<file path="src/rtl/bit_reverse.sv">
// bit_reverse: registered bit-order reverser with valid/ready handshake.
// Modes: 00 full reverse, 01 nibble reverse, 10 pass-through, 11 pair swap.
// Optional macro BIT_REVERSE_PARITY_EN adds a registered parity output rev_par.
// WIDTH must be a multiple of 4 and at least 4.
module bit_reverse #(
    parameter int WIDTH = 8
) (
    input  logic             clk,
    input  logic             rst,
    input  logic [WIDTH-1:0] rev_in,
    input  logic [1:0]       mode,
    input  logic             in_valid,
    output logic             in_ready,
    output logic [WIDTH-1:0] rev_out,
    output logic             out_valid,
    input  logic             out_ready
`ifdef BIT_REVERSE_PARITY_EN
    ,
    output logic             rev_par
`endif
);

    localparam int NumNibbles = WIDTH / 4;
    localparam int NumPairs   = WIDTH / 2;

    typedef enum logic [1:0] {
        ModeFull   = 2'b00,
        ModeNibble = 2'b01,
        ModePass   = 2'b10,
        ModePair   = 2'b11
    } revMode_e;

    logic [WIDTH-1:0] fullRev;
    logic [WIDTH-1:0] nibbleRev;
    logic [WIDTH-1:0] pairRev;
    logic [WIDTH-1:0] revOut_d;
    logic [WIDTH-1:0] revOut_q;
    logic             outValid_d;
    logic             outValid_q;
    logic             inFire;
    logic             outFire;

    // The stage is free when it is empty or its current result is leaving.
    assign in_ready = !outValid_q | out_ready;
    assign inFire   = in_valid & in_ready;
    assign outFire  = outValid_q & out_ready;

    // Whole-word mirror: bit i takes bit WIDTH-1-i.
    always_comb begin
        fullRev = '0;
        for (int i = 0; i < WIDTH; i++) begin
            fullRev[i] = rev_in[WIDTH-1-i];
        end
    end

    // Mirror inside each 4-bit group while keeping the group order.
    always_comb begin
        nibbleRev = '0;
        for (int g = 0; g < NumNibbles; g++) begin
            for (int k = 0; k < 4; k++) begin
                nibbleRev[4*g+k] = rev_in[4*g+3-k];
            end
        end
    end

    // Swap the two bits of every 2-bit group.
    always_comb begin
        pairRev = '0;
        for (int p = 0; p < NumPairs; p++) begin
            pairRev[2*p]   = rev_in[2*p+1];
            pairRev[2*p+1] = rev_in[2*p];
        end
    end

    // Select the new result; it only lands in the register on an input transfer.
    always_comb begin
        revOut_d = revOut_q;
        if (inFire) begin
            case (revMode_e'(mode))
                ModeFull:   revOut_d = fullRev;
                ModeNibble: revOut_d = nibbleRev;
                ModePass:   revOut_d = rev_in;
                ModePair:   revOut_d = pairRev;
                default:    revOut_d = rev_in;
            endcase
        end
    end

    // A new word keeps the stage full; a lone output transfer empties it.
    always_comb begin
        outValid_d = outValid_q;
        if (inFire) begin
            outValid_d = 1'b1;
        end else if (outFire) begin
            outValid_d = 1'b0;
        end
    end

    // Result and valid registers; reset wins over any transfer in the same cycle.
    always_ff @(posedge clk) begin
        if (rst) begin
            revOut_q   <= '0;
            outValid_q <= 1'b0;
        end else begin
            revOut_q   <= revOut_d;
            outValid_q <= outValid_d;
        end
    end

    assign rev_out   = revOut_q;
    assign out_valid = outValid_q;

`ifdef BIT_REVERSE_PARITY_EN
    logic revPar_d;
    logic revPar_q;

    // Parity tracks the result register, so it updates and holds with it.
    always_comb begin
        revPar_d = revPar_q;
        if (inFire) begin
            revPar_d = ^revOut_d;
        end
    end

    // Parity register, cleared alongside the result.
    always_ff @(posedge clk) begin
        if (rst) begin
            revPar_q <= 1'b0;
        end else begin
            revPar_q <= revPar_d;
        end
    end

    assign rev_par = revPar_q;
`endif

endmodule

</file>
<file path="config.mk">
export PLATFORM = sky130hd
export DESIGN_NAME = bit_reverse
export DESIGN_NICKNAME = d
export VERILOG_FILES = /design/src/rtl/bit_reverse.sv
export SDC_FILE = /design/constraint.sdc
export NUM_CORES = 1
export LEC_CHECK = 0
export BUFFER_PORTS_ARGS = -buffer_cell sky130_fd_sc_hd__buf_2
export CAP_MARGIN = 10
export CORE_MARGIN = 5
export CORE_UTILIZATION = 41
export CTS_CLUSTER_DIAMETER = 100
export CTS_CLUSTER_SIZE = 8
export DETAILED_ROUTE_END_ITERATION = 12
export GPL_TIMING_DRIVEN = 0
export PLACE_DENSITY = 0.71
export SYNTH_ARGS = -nofsm -noshare
export SYNTH_HDL_FRONTEND = slang
export SYNTH_SLANG_ARGS = --single-unit
</file>
<file path="constraint.sdc">
create_clock -name clk -period 1.09 [get_ports clk]
set_clock_uncertainty 0.1 [all_clocks]
set_input_delay 0.0545 -clock clk [delete_from_list [all_inputs] [get_ports clk]]
set_output_delay 0.0545 -clock clk [all_outputs]
set_load 0.005 [all_outputs]
</file>
# Word level (Yosys, flattened, before mapping)
# Cells that the tools add are included.
[totals]
rom_bits = 0
n_memories = 0
in_bits = 14
word_cells = 14
latchBits = 0
regBits = 9
ramBits = 0
[classes]
div_mod_pow = 0
shift = 0
addsub = 0
n_mux = 3
reduce_logical = 3
bitwise_logic = 3
eq_ne = 3
multipliers = 0
n_lt_le_gt_ge = 0
[op_table]
columns = ["op", "count"]
rows = [
  ["$pmux W8 S4", 1],
  ["$eq A2 B2 Y1 const B", 2],
  ["$and A1 B1 Y1", 2],
  ["$eq A2 B1 Y1 const B", 1],
  ["$logic_not A2 Y1", 1],
  ["$mux W1", 2],
  ["$reduce_bool A2 Y1", 1],
  ["$logic_not A1 Y1", 1],
  ["$or A1 B1 Y1", 1],
]

# Longest topological paths before layout
# Gate-level depths: netlist of run 1.
[depth]
depth_word = 4
ltp_mapped = 4
mapped_depth_nobuf = 3

# Least setup slack after synthesis of run 1
# OpenSTA, ideal clock, no wires.
[synth_path]
path_kind = "register -> register"
start = "register outValid_q (netlist: out_valid)"
end = "register revOut_q[0] (netlist: rev_out[0])"
required_time_ns = 0.848
path_buffers = 2
arrival_time_ns = 0.930
stages_incl_launch_ff = 5
setup_slack_ns = -0.082
path_cell_list = "dfxtp_1 nand2b_1 buf_2 buf_1 a311oi_1"
[synth_via]
elab_chain_cells = 3
[synth_lines]
columns = ["item", "line_no", "source"]
rows = [
  ["start: declaration", "39", "logic outValid_q;"],
  ["start signal: assignment", "106", "outValid_q <= outValid_d;"],
  ["$logic_not A1 Y1", "44", "assign in_ready = !outValid_q | out_ready;"],
  ["$or A1 B1 Y1", "44", ""],
  ["named net in_ready", "13", "output logic in_ready,"],
  ["$and A1 B1 Y1", "45", "assign inFire = in_valid & in_ready;"],
  ["end signal: assignment", "105", "revOut_q <= revOut_d;"],
  ["end: declaration", "37", "logic [WIDTH-1:0] revOut_q;"],
]
# The timed path passes the listed nets, and every way through them passes these cells.
# A chain may end at the register's enable or synchronous reset.

# Final worst setup path of run 1
[layout_path]
start = "register outValid_q (netlist: out_valid)"
end = "output port in_ready"
[layout_via]
elab_chain_cells = 2
[layout_lines]
columns = ["item", "line_no"]
rows = [
  ["$logic_not A1 Y1", "44"],
  ["$or A1 B1 Y1", "44"],
  ["end: declaration", "13"],
]
# Every way passes these cells.

==> impl_metrics.ini, run 1 <==
[status]
status = complete, but fails checks
violations = negative setup slack

[timing]
setup_viol = 4
hold_viol = 0
post-route-period-util_pct = 107
worst_pin_slew_ps = 456
rsz0062_at_grt = yes
max_freq_ghz = 0.860
post-route-min-period_ps = 1160
slew_violations = 0
fin_ws_ps = -73.0
relSlewSlack_pct = 69.6

[synthesis]
syn-cell-area_um2 = 592
yosys-top-cells-area = mux4_1 (36%), dfxtp_1 (30%), a311oi_1 (12%)
synth_area_leader_cell = mux4_1
ys_seq_elements = 9
synthDistinctLibCells = 11
syn_nets = 65
yosys_warnings = 0
syn_area_per_cell_um2 = 11.6
yosysSeqAreaShare_pct = 30.4
netlist_instances = 51
synth_top_area_share_pct = 35.5

[drt]
wl_per_cell_um = 13.5
drt_wl_total_um = 1260
dr_total_vias = 528
drc = 0
initialDrtViolationCount = 10
drtPass1Iterations = 4
detail-route-antenna-nets = 0
viasPerCell = 5.68

[cells_and_area]
finalNonFillerCells = 93
final_nets = 93
n_fill_cell = 125
area_delta_synth_final_pct = 37.2
num_antenna_cells = 0
drive_gt1_share_pct = 48.7

[worst_setup_path]
critical_path_class = reg -> out
startpoint_type = flop
slowest_stage = dfxtp_2
slowest_delay_ps = 320
worst_ep_required_time_ps = 940
cp_max_fo = 6
cp.arrival_ps = 1010
cp-end-kind = output pin
path_cells = nand2b_1 -> buf_6 -> buf_6 -> buf_6
path_delay_family = buffers and inverters
cpMostUsedCell = buf_6
cp_num_buf_inv = 3

[placement]
gp_congestion = 0.721
placement.setup.worst_slack_ps = -54.7
dp_hpwl_um = 880
dp_cells = 85
port_buffers = 19

[global_routing]
overflow = 0
antenna_found_initial = 0
grtUsageTotal_pct = 12.0
grt_pass1_wl_um = 1900
grt_max_degree = 11
grt_pass1_vias = 459

[die]
io-pin-count = 24
start_util_pct = 44.4
core-area_um2 = 1330
dieWidth_um = 48.0
dieArea_um2 = 2300
die_h_um = 48.0
row_count = 13

[pwr]
leakage_nw = 0.383
power-per-cell-area_nw_per_um2 = 1060
max-vdd-ir-drop_uv = 476

[clock_network]
root_buffer = clkbuf_4
cts_tree = done
clock_latency_ps = 260
cts_sinks = 9
cts.clk_slew.worst_paths_ps = 60
numCtsBuffers = 3
htreeDepth = 1
clk_path_buf_depth = 2

[flow_run]
drv_cap = 0

[worst_hold_path]
min_path_type = in -> reg
final timing paths:
path | end | from | cells past startpoint | slack [ps]
worst min register to register | rev_out[0] | rev_out[0] | 2 | 410
worst min-delay path | rev_out[0] | in_valid | 3 | 50
worst max register to register | rev_out[3] | out_valid | 4 | -20
worst max-delay path | in_ready | out_valid | 4 | -70
report_power, final:
group	internal (mW)	total (mW)	switching, mW
registers	0.358	0.373	0.0151
clock network	0.141	0.258	0.117
logic	0.131	0.230	0.0989
total	0.630	0.861	0.231
kinds of logic (layout without fill, tap and decap cells):
family	Yosys count	in the layout	synth area share, %
AOI/OAI and AO/OA	17	17	19.5
and+or+nand+nor	1	1	1.06
muxes	8	8	35.5
DFF	9	9	30.4
buffers and inverters	16	43	13.5
placed cells by master, fill, tap and decap left out:
cell type | netlist | final
a311oi_2 | 0 | 2
dfxtp_1 | 9 | 8
a21oi_1 | 9 | 5
a21oi_2 | 0 | 4
a311oi_1 | 8 | 6
buf_2 | 1 | 19
clkbuf_4 | 0 | 3
buf_6 | 2 | 6
buf_4 | 1 | 3
buf_1 | 2 | 1
inv_1 | 9 | 9
nand2b_1 | 1 | 1
dfxtp_2 | 0 | 1
clkbuf_1 | 1 | 2
mux4_1 | 8 | 8
worst reg2reg max path: cells and delay by family, from the launching register on:
| kind | cells | cell delay [ps] |
|---|---|---|
| flip-flops | 1 | 320 |
| AND/OR/NAND/NOR | 1 | 60 |
| AO/OA/AOI/OAI | 1 | 250 |
| buffers and inverters | 2 | 280 |
final cells by class:
cell class	instances	area [um^2]	area share, %
Multi-Input combinational cell	26	359	44.2
Sequential cell	9	181	22.3
Timing Repair Buffer	23	133	16.3
Buffer	7	60.1	7.40
Inverter	9	33.8	4.16
Clock buffer	4	26.3	3.24
Tap cell	15	18.8	2.31
registers in the layout, summed over array words and instances, names as in the netlist:
register	flops
rev_out	8
out_valid	1
metal layers:
metal	vias to the layer above	routed length, um	track usage [%]
met5	-	0	0
met4	0	42	11.3
met3	5	125	0
met2	27	591	18.5
met1	236	496	15.2
li1	260	-	-
metrics by stage:
stage	hold slack (ps)	cell area, um^2	TNS (ps)	util (%)	power (mW)
2_1_floorplan	248	599	0	-	0.509
3_3_place_gp	325	713	-80.6	53.5	0.575
3_5_place_dp	322	713	-216	53.5	0.578
4_1_cts	49.0	777	-69.7	58.3	0.847
5_1_grt	60.4	812	-503	60.9	0.912
6_report	54.0	812	-103	60.9	0.861
synth_stat cells:
| master | count |
|---|---|
| a21oi_1 | 9 |
| a311oi_1 | 8 |
| buf_1 | 2 |
| buf_2 | 1 |
| buf_4 | 1 |
| buf_6 | 2 |
| clkbuf_1 | 1 |
| dfxtp_1 | 9 |
| inv_1 | 9 |
| mux4_1 | 8 |
| nand2b_1 | 1 |
what timing repair did:
item / 4_1_cts / 5_1_grt
buffers inserted: 2 / 1
endpoints found under the hold margin: 0 / 0
setup endpoints to repair: 9 / 9
hold buffers: 0 / 0
gates cloned: 1 / 0
gates resized for setup: 5 / 6
pin swaps: 5 / 4
Note: power is estimated with default switching activity, not from simulation.
==> run 2: changes to the inputs <==
--- a/config.mk
+++ b/config.mk
@@ -5,10 +5,13 @@
 export SDC_FILE = /design/constraint.sdc
 export NUM_CORES = 1
 export LEC_CHECK = 0
+export ABC_AREA = 1
+export ABC_CLOCK_PERIOD_IN_PS = 1090
 export BUFFER_PORTS_ARGS = -buffer_cell sky130_fd_sc_hd__buf_2
 export CAP_MARGIN = 10
 export CORE_MARGIN = 5
-export CORE_UTILIZATION = 41
+export CORE_UTILIZATION = 42
+export CTS_BUF_LIST = sky130_fd_sc_hd__clkbuf_16
 export CTS_CLUSTER_DIAMETER = 100
 export CTS_CLUSTER_SIZE = 8
 export DETAILED_ROUTE_END_ITERATION = 12
==> impl_metrics.ini, run 2 <==
[pwr]
leakage_nw = 0.482
max-vdd-ir-drop_uv = 992
power-per-cell-area_nw_per_um2 = 1400
power_mw = 1.26

[timing]
tns_ps = -1.99
max_freq_ghz = 0.916
slew_violations = 0
rsz0062_at_grt = yes
fin_ws_ps = -1.99
setup_viol = 1
worst_pin_slew_ps = 473
post-route-period-util_pct = 100
post-route-min-period_ps = 1090
relSlewSlack_pct = 68.5
fin_hold_ws_ps = 17.2
hold_viol = 0

[cells_and_area]
num_antenna_cells = 0
finalNonFillerCells = 152
final_nets = 151
area_delta_synth_final_pct = 38.0
multi_input_area_um2 = 412
largest_reg_flops = 8
utilization_pct = 60.8
n_fill_cell = 150
final_common_cell = nand2_1
final-seq-area_um2 = 181
final_cell_mix = nand2_1 (31), buf_2 (23), nand3_1 (12)
drive_gt1_share_pct = 36.8
final_area_um2 = 905

[worst_setup_path]
worst_ep_required_time_ps = 1150
cp-end-kind = flop
critical_path_class = reg -> reg
reg2reg_to = rev_out[6]
startpoint_type = flop
crit_path_start = out_valid
reg2regPathDepth = 6
reg2reg_from = out_valid
cp_max_fo = 5
cp.arrival_ps = 1150
r2r_slack_ps = -2

[synthesis]
yosysSeqAreaShare_pct = 27.5
ys_seq_elements = 9
yosysMostFrequentCell = nand2_1
synth_commonest_cells = nand2_1 (31), nand3_1 (12), inv_1 (10), nor2_1 (10), dfxtp_1 (9)
yosys-top-cells-area = dfxtp_1 (27%), nand2_1 (18%), nand3_1 (9.2%)
syn_nets = 121
synthDistinctLibCells = 21
synth_area_leader_cell = dfxtp_1
netlist_instances = 107
syn-cell-area_um2 = 656
ys.flop_type = dfxtp_1
yosys_warnings = 0
synth_top_area_share_pct = 27.5
syn_area_per_cell_um2 = 6.13
synth_edf_count = 0
async_reset_ff_share_pct = 0

[die]
io-pin-count = 24
dieArea_um2 = 2450
dieWidth_um = 49.5
row_count = 14
die_h_um = 49.5
core-area_um2 = 1490
start_util_pct = 44.0

[worst_hold_path]
hold_start = out_ready
worstHoldEndpoint = out_valid
hold_depth = 4
min_path_type = in -> reg

[drt]
initialDrtViolationCount = 18
detail-route-antenna-nets = 0
dr_total_vias = 764
drtPass1Iterations = 4
wl_per_cell_um = 11.3
viasPerCell = 5.03
drc = 0
drt_wl_total_um = 1720

[global_routing]
overflow = 0
grt_pass1_wl_um = 2900
grt_max_degree = 11
grt_pass1_vias = 719
grtUsageTotal_pct = 14.7
antenna_found_initial = 0

[status]
violations = negative setup slack
status = complete, but fails checks

[clock_network]
numCtsBuffers = 3
cts.clk_slew.worst_paths_ps = 40
clock_latency_ps = 230
clk_path_buf_depth = 2
cts_sinks = 9
root_buffer = clkbuf_16
hold_buffers = 0
cts_tree = done
htreeDepth = 1

[placement]
dp_cells = 145
gp_congestion = 0.860
port_buffers = 22
place_area_um2 = 788
placement.setup.worst_slack_ps = -44.1
dp_hpwl_um = 1230

[flow_run]
drv_cap = 0
[run 2: cell types whose count changed after synthesis, moves of 3 or more]
cell      previous run  this run
nand2_1              0        31
nand3_1              0        12
nor2_1               0        10
a311oi_1             8         0
mux4_1               8         0
nor2_2               0         5
a21oi_1              9         5
a21oi_2              0         3
inv_2                0         3
o21ai_0              0         3
o21ai_1              0         3
[run 2: cell families (layout without fill, tap and decap cells)]
family	after synthesis	in the layout	share of synthesized area, %
compound gates	15	15	13.5
buf+inv	17	46	11.6
flops	9	9	27.5
simple gates	66	66	47.3
[run 2: timing repair]
action / 4_1_cts / 5_1_grt
pin swaps: 0 / 4
setup endpoints to repair: 4 / 4
cloned: 1 / 0
gates resized for setup: 5 / 0
buffers inserted: 0 / 2
[run 2: metal layers]
metal | routed length (um) | track usage, % | up-vias
met5 | 0 | 0 | -
li1 | - | - | 396
met1 | 730 | 17.3 | 341
met4 | 38 | 6.11 | 0
met3 | 80 | 4.82 | 7
met2 | 866 | 24.2 | 20
[run 2: worst max path at each step]
| stage | slack [ps] | end |
|---|---|---|
| after detailed placement | -40 | rev_out[6] |
| after global routing | -50 | rev_out[6] |
| after CTS | 30 | rev_out[6] |
| final | -2 | rev_out[6] |
| after global placement | -20 | rev_out[6] |
| after floorplan | 30 | rev_out[6] |
[run 2: cell type report]
type                            count  area share, %
Buffer                              4           3.73
Clock buffer                        3           8.30
Clock inverter                      1          0.415
Inverter                           13           5.39
Multi-Input combinational cell     81           45.5
Sequential cell                     9           20.1
Tap cell                           16           2.21
Timing Repair Buffer               25           14.4
[run 2: worst max-delay path, cell delays in order (launching register included)]
cell and delay (ps):
dfxtp_2 320, nand2_4 70, nand2_4 60, buf_6 130
a21oi_2 100, nand2_1 80, a21oi_2 160
[run 2: power by group]
| part | total (mW) | switching, mW | internal (mW) |
|---|---|---|---|
| Sequential | 0.369 | 0.0121 | 0.357 |
| Clock | 0.635 | 0.156 | 0.479 |
| Combinational | 0.258 | 0.148 | 0.109 |
| Total | 1.26 | 0.317 | 0.945 |
==> run 3: changes to the inputs <==
--- a/config.mk
+++ b/config.mk
@@ -7,16 +7,16 @@
 export LEC_CHECK = 0
 export ABC_AREA = 1
 export ABC_CLOCK_PERIOD_IN_PS = 1090
-export BUFFER_PORTS_ARGS = -buffer_cell sky130_fd_sc_hd__buf_2
 export CAP_MARGIN = 10
 export CORE_MARGIN = 5
-export CORE_UTILIZATION = 42
+export CORE_UTILIZATION = 45
 export CTS_BUF_LIST = sky130_fd_sc_hd__clkbuf_16
 export CTS_CLUSTER_DIAMETER = 100
 export CTS_CLUSTER_SIZE = 8
 export DETAILED_ROUTE_END_ITERATION = 12
+export DONT_BUFFER_PORTS = 1
 export GPL_TIMING_DRIVEN = 0
-export PLACE_DENSITY = 0.71
+export PLACE_DENSITY = 0.61
 export SYNTH_ARGS = -nofsm -noshare
 export SYNTH_HDL_FRONTEND = slang
 export SYNTH_SLANG_ARGS = --single-unit
==> impl_metrics.ini, run 3 (same netlist as run 2, synthesis figures left out) <==
[worst_setup_path]
path_cells = nand2_4 -> nand2_4 -> buf_6 -> a21oi_2 -> nand2_1 -> a21oi_1
slowest_delay_ps = 330
cp.arrival_ps = 1130
worst_ep_required_time_ps = 1150
cp_num_buf_inv = 1
path_delay_family = flip-flops
crit_path_start = out_valid
cp-end-kind = flop
critPathCapture = rev_out[6]
critical_path_class = reg -> reg
crit_cells = 6
r2r_slack_ps = 20
startpoint_type = flop
reg2reg_from = out_valid
cp_max_fo = 5
cpMostUsedCell = nand2_4
slowest_stage = dfxtp_2
reg2regPathDepth = 6
reg2reg_to = rev_out[6]

[drt]
wl_per_cell_um = 11.9
dr_wl_met3_um = 143
m1WireLength_um = 686
top_layer = met4
drc = 0
dr_wl_met2_um = 752
initialDrtViolationCount = 18
viasPerCell = 5.22
drt_wl_total_um = 1590
dr_total_vias = 694
detail-route-antenna-nets = 0
drtPass1Iterations = 4

[timing]
post-route-period-util_pct = 97.8
worst_pin_slew_ps = 411
max_freq_ghz = 0.938
rsz0062_at_grt = yes
post-route-min-period_ps = 1070
setup_viol = 0
fin_hold_ws_ps = -81.2
hold_viol = 3
relSlewSlack_pct = 72.6
slew_violations = 0

[cells_and_area]
final_nets = 133
drive_gt1_share_pct = 27.1
final_cell_mix = nand2_1 (31), nand3_1 (11), inv_1 (10)
finalNonFillerCells = 133
final_common_cell = nand2_1
num_antenna_cells = 0
area_delta_synth_final_pct = 31.3
largest_reg_flops = 8
n_fill_cell = 135

[clock_network]
clk_path_buf_depth = 2
numCtsBuffers = 3
hold_buffers = 4
clock_latency_ps = 230
cts_sinks = 9
htreeDepth = 1
cts.clk_slew.worst_paths_ps = 40
root_buffer = clkbuf_16
cts_tree = done

[global_routing]
grtUsageTotal_pct = 16.2
overflow = 0
grt_max_degree = 11
grt_pass1_vias = 642
grt_pass1_wl_um = 2660
antenna_found_initial = 0

[worst_hold_path]
min_path_type = in -> reg
hold_start = out_ready

[pwr]
pwr-share-comb_pct = 17.6
max-vdd-ir-drop_uv = 959
clkPwrFrac_pct = 51.4
power_mw = 1.22
power-per-cell-area_nw_per_um2 = 1410
p_seq_share_pct = 31.0
p_sw_mw = 0.286
swShare_pct = 23.5
p_int_mw = 0.931
leakage_nw = 0.412

[die]
dieWidth_um = 48.2
dieArea_um2 = 2320
die_h_um = 48.2
io-pin-count = 24
start_util_pct = 49.2
row_count = 13
core-area_um2 = 1330

[placement]
gp_congestion = 0.871
dp_cells = 122
port_buffers = 0
dp_hpwl_um = 1210

[status]
violations = negative hold slack
status = complete, but fails checks

[flow_run]
drv_cap = 0
run 3: changes by cell type in the layout (fill, tap and decap cells not counted), sizes merged:
| cell | previous run | this run |
|---|---|---|
| buf | 29 | 7 |
| dlygate4sd3 | 0 | 4 |
run 3: worst min path at each step:
stage	slack (ps)	end	depth (start not counted)
final	-80	out_valid	3
after global routing	-70	out_valid	3
after CTS	-70	out_valid	3
after detailed placement	90	in_ready	2
after global placement	90	in_ready	2
after floorplan	80	in_ready	2
run 3: routing by layer:
layer,global-route usage [%],vias up
met4,3.23,0
met3,7.01,2
met5,0,-
met2,23.4,26
li1,-,358
met1,22.3,308
run 3: what timing repair did:
action / 4_1_cts / 5_1_grt
pin swaps: 4 / 15
cloned: 1 / 0
resized for setup: 4 / 9
endpoints found under the setup margin: 7 / 5
endpoints found under the hold margin: 4 / 1
setup buffers: 1 / 1
run 3: worst min-delay path, cell delays in order:
cell and delay (ps):
inv_2 20, nand2_4 70, a21oi_1 60
run 3: cell type report:
cell class | count | area [um^2] | share of cell area, %
plain buffers | 4 | 33.8 | 3.92
clock buffers | 3 | 75.1 | 8.72
clock inverters | 1 | 3.75 | 0.436
inverters | 13 | 48.8 | 5.67
multi-input cells | 81 | 432 | 50.1
flip-flops and latches | 9 | 181 | 21.1
well taps | 15 | 18.8 | 2.18
repair buffers | 7 | 67.6 | 7.85
run 3: through the flow:
step	hold WS (ps)	instance area (um^2)	worst slack [ps]	setup TNS, ps	util [%]
2_1_floorplan	83.9	658	29.0	0	-
3_3_place_gp	91.2	677	-72.3	-276	50.8
3_5_place_dp	92.9	677	-98.3	-427	50.8
4_1_cts	-69.5	822	2.99	0	61.6
5_1_grt	-72.2	861	-37.1	-122	64.5
6_report	-81.2	861	24.3	0	64.5
run 3: power by group through the flow:
stage | registers [mW] | logic [mW] | clock network, mW
CTS | 0.378 | 0.198 | 0.641
global placement | 0.382 | 0.172 | 0
detailed placement | 0.383 | 0.175 | 0
global route | 0.381 | 0.243 | 0.664
finish | 0.377 | 0.214 | 0.625
floorplan | 0.378 | 0.147 | 0
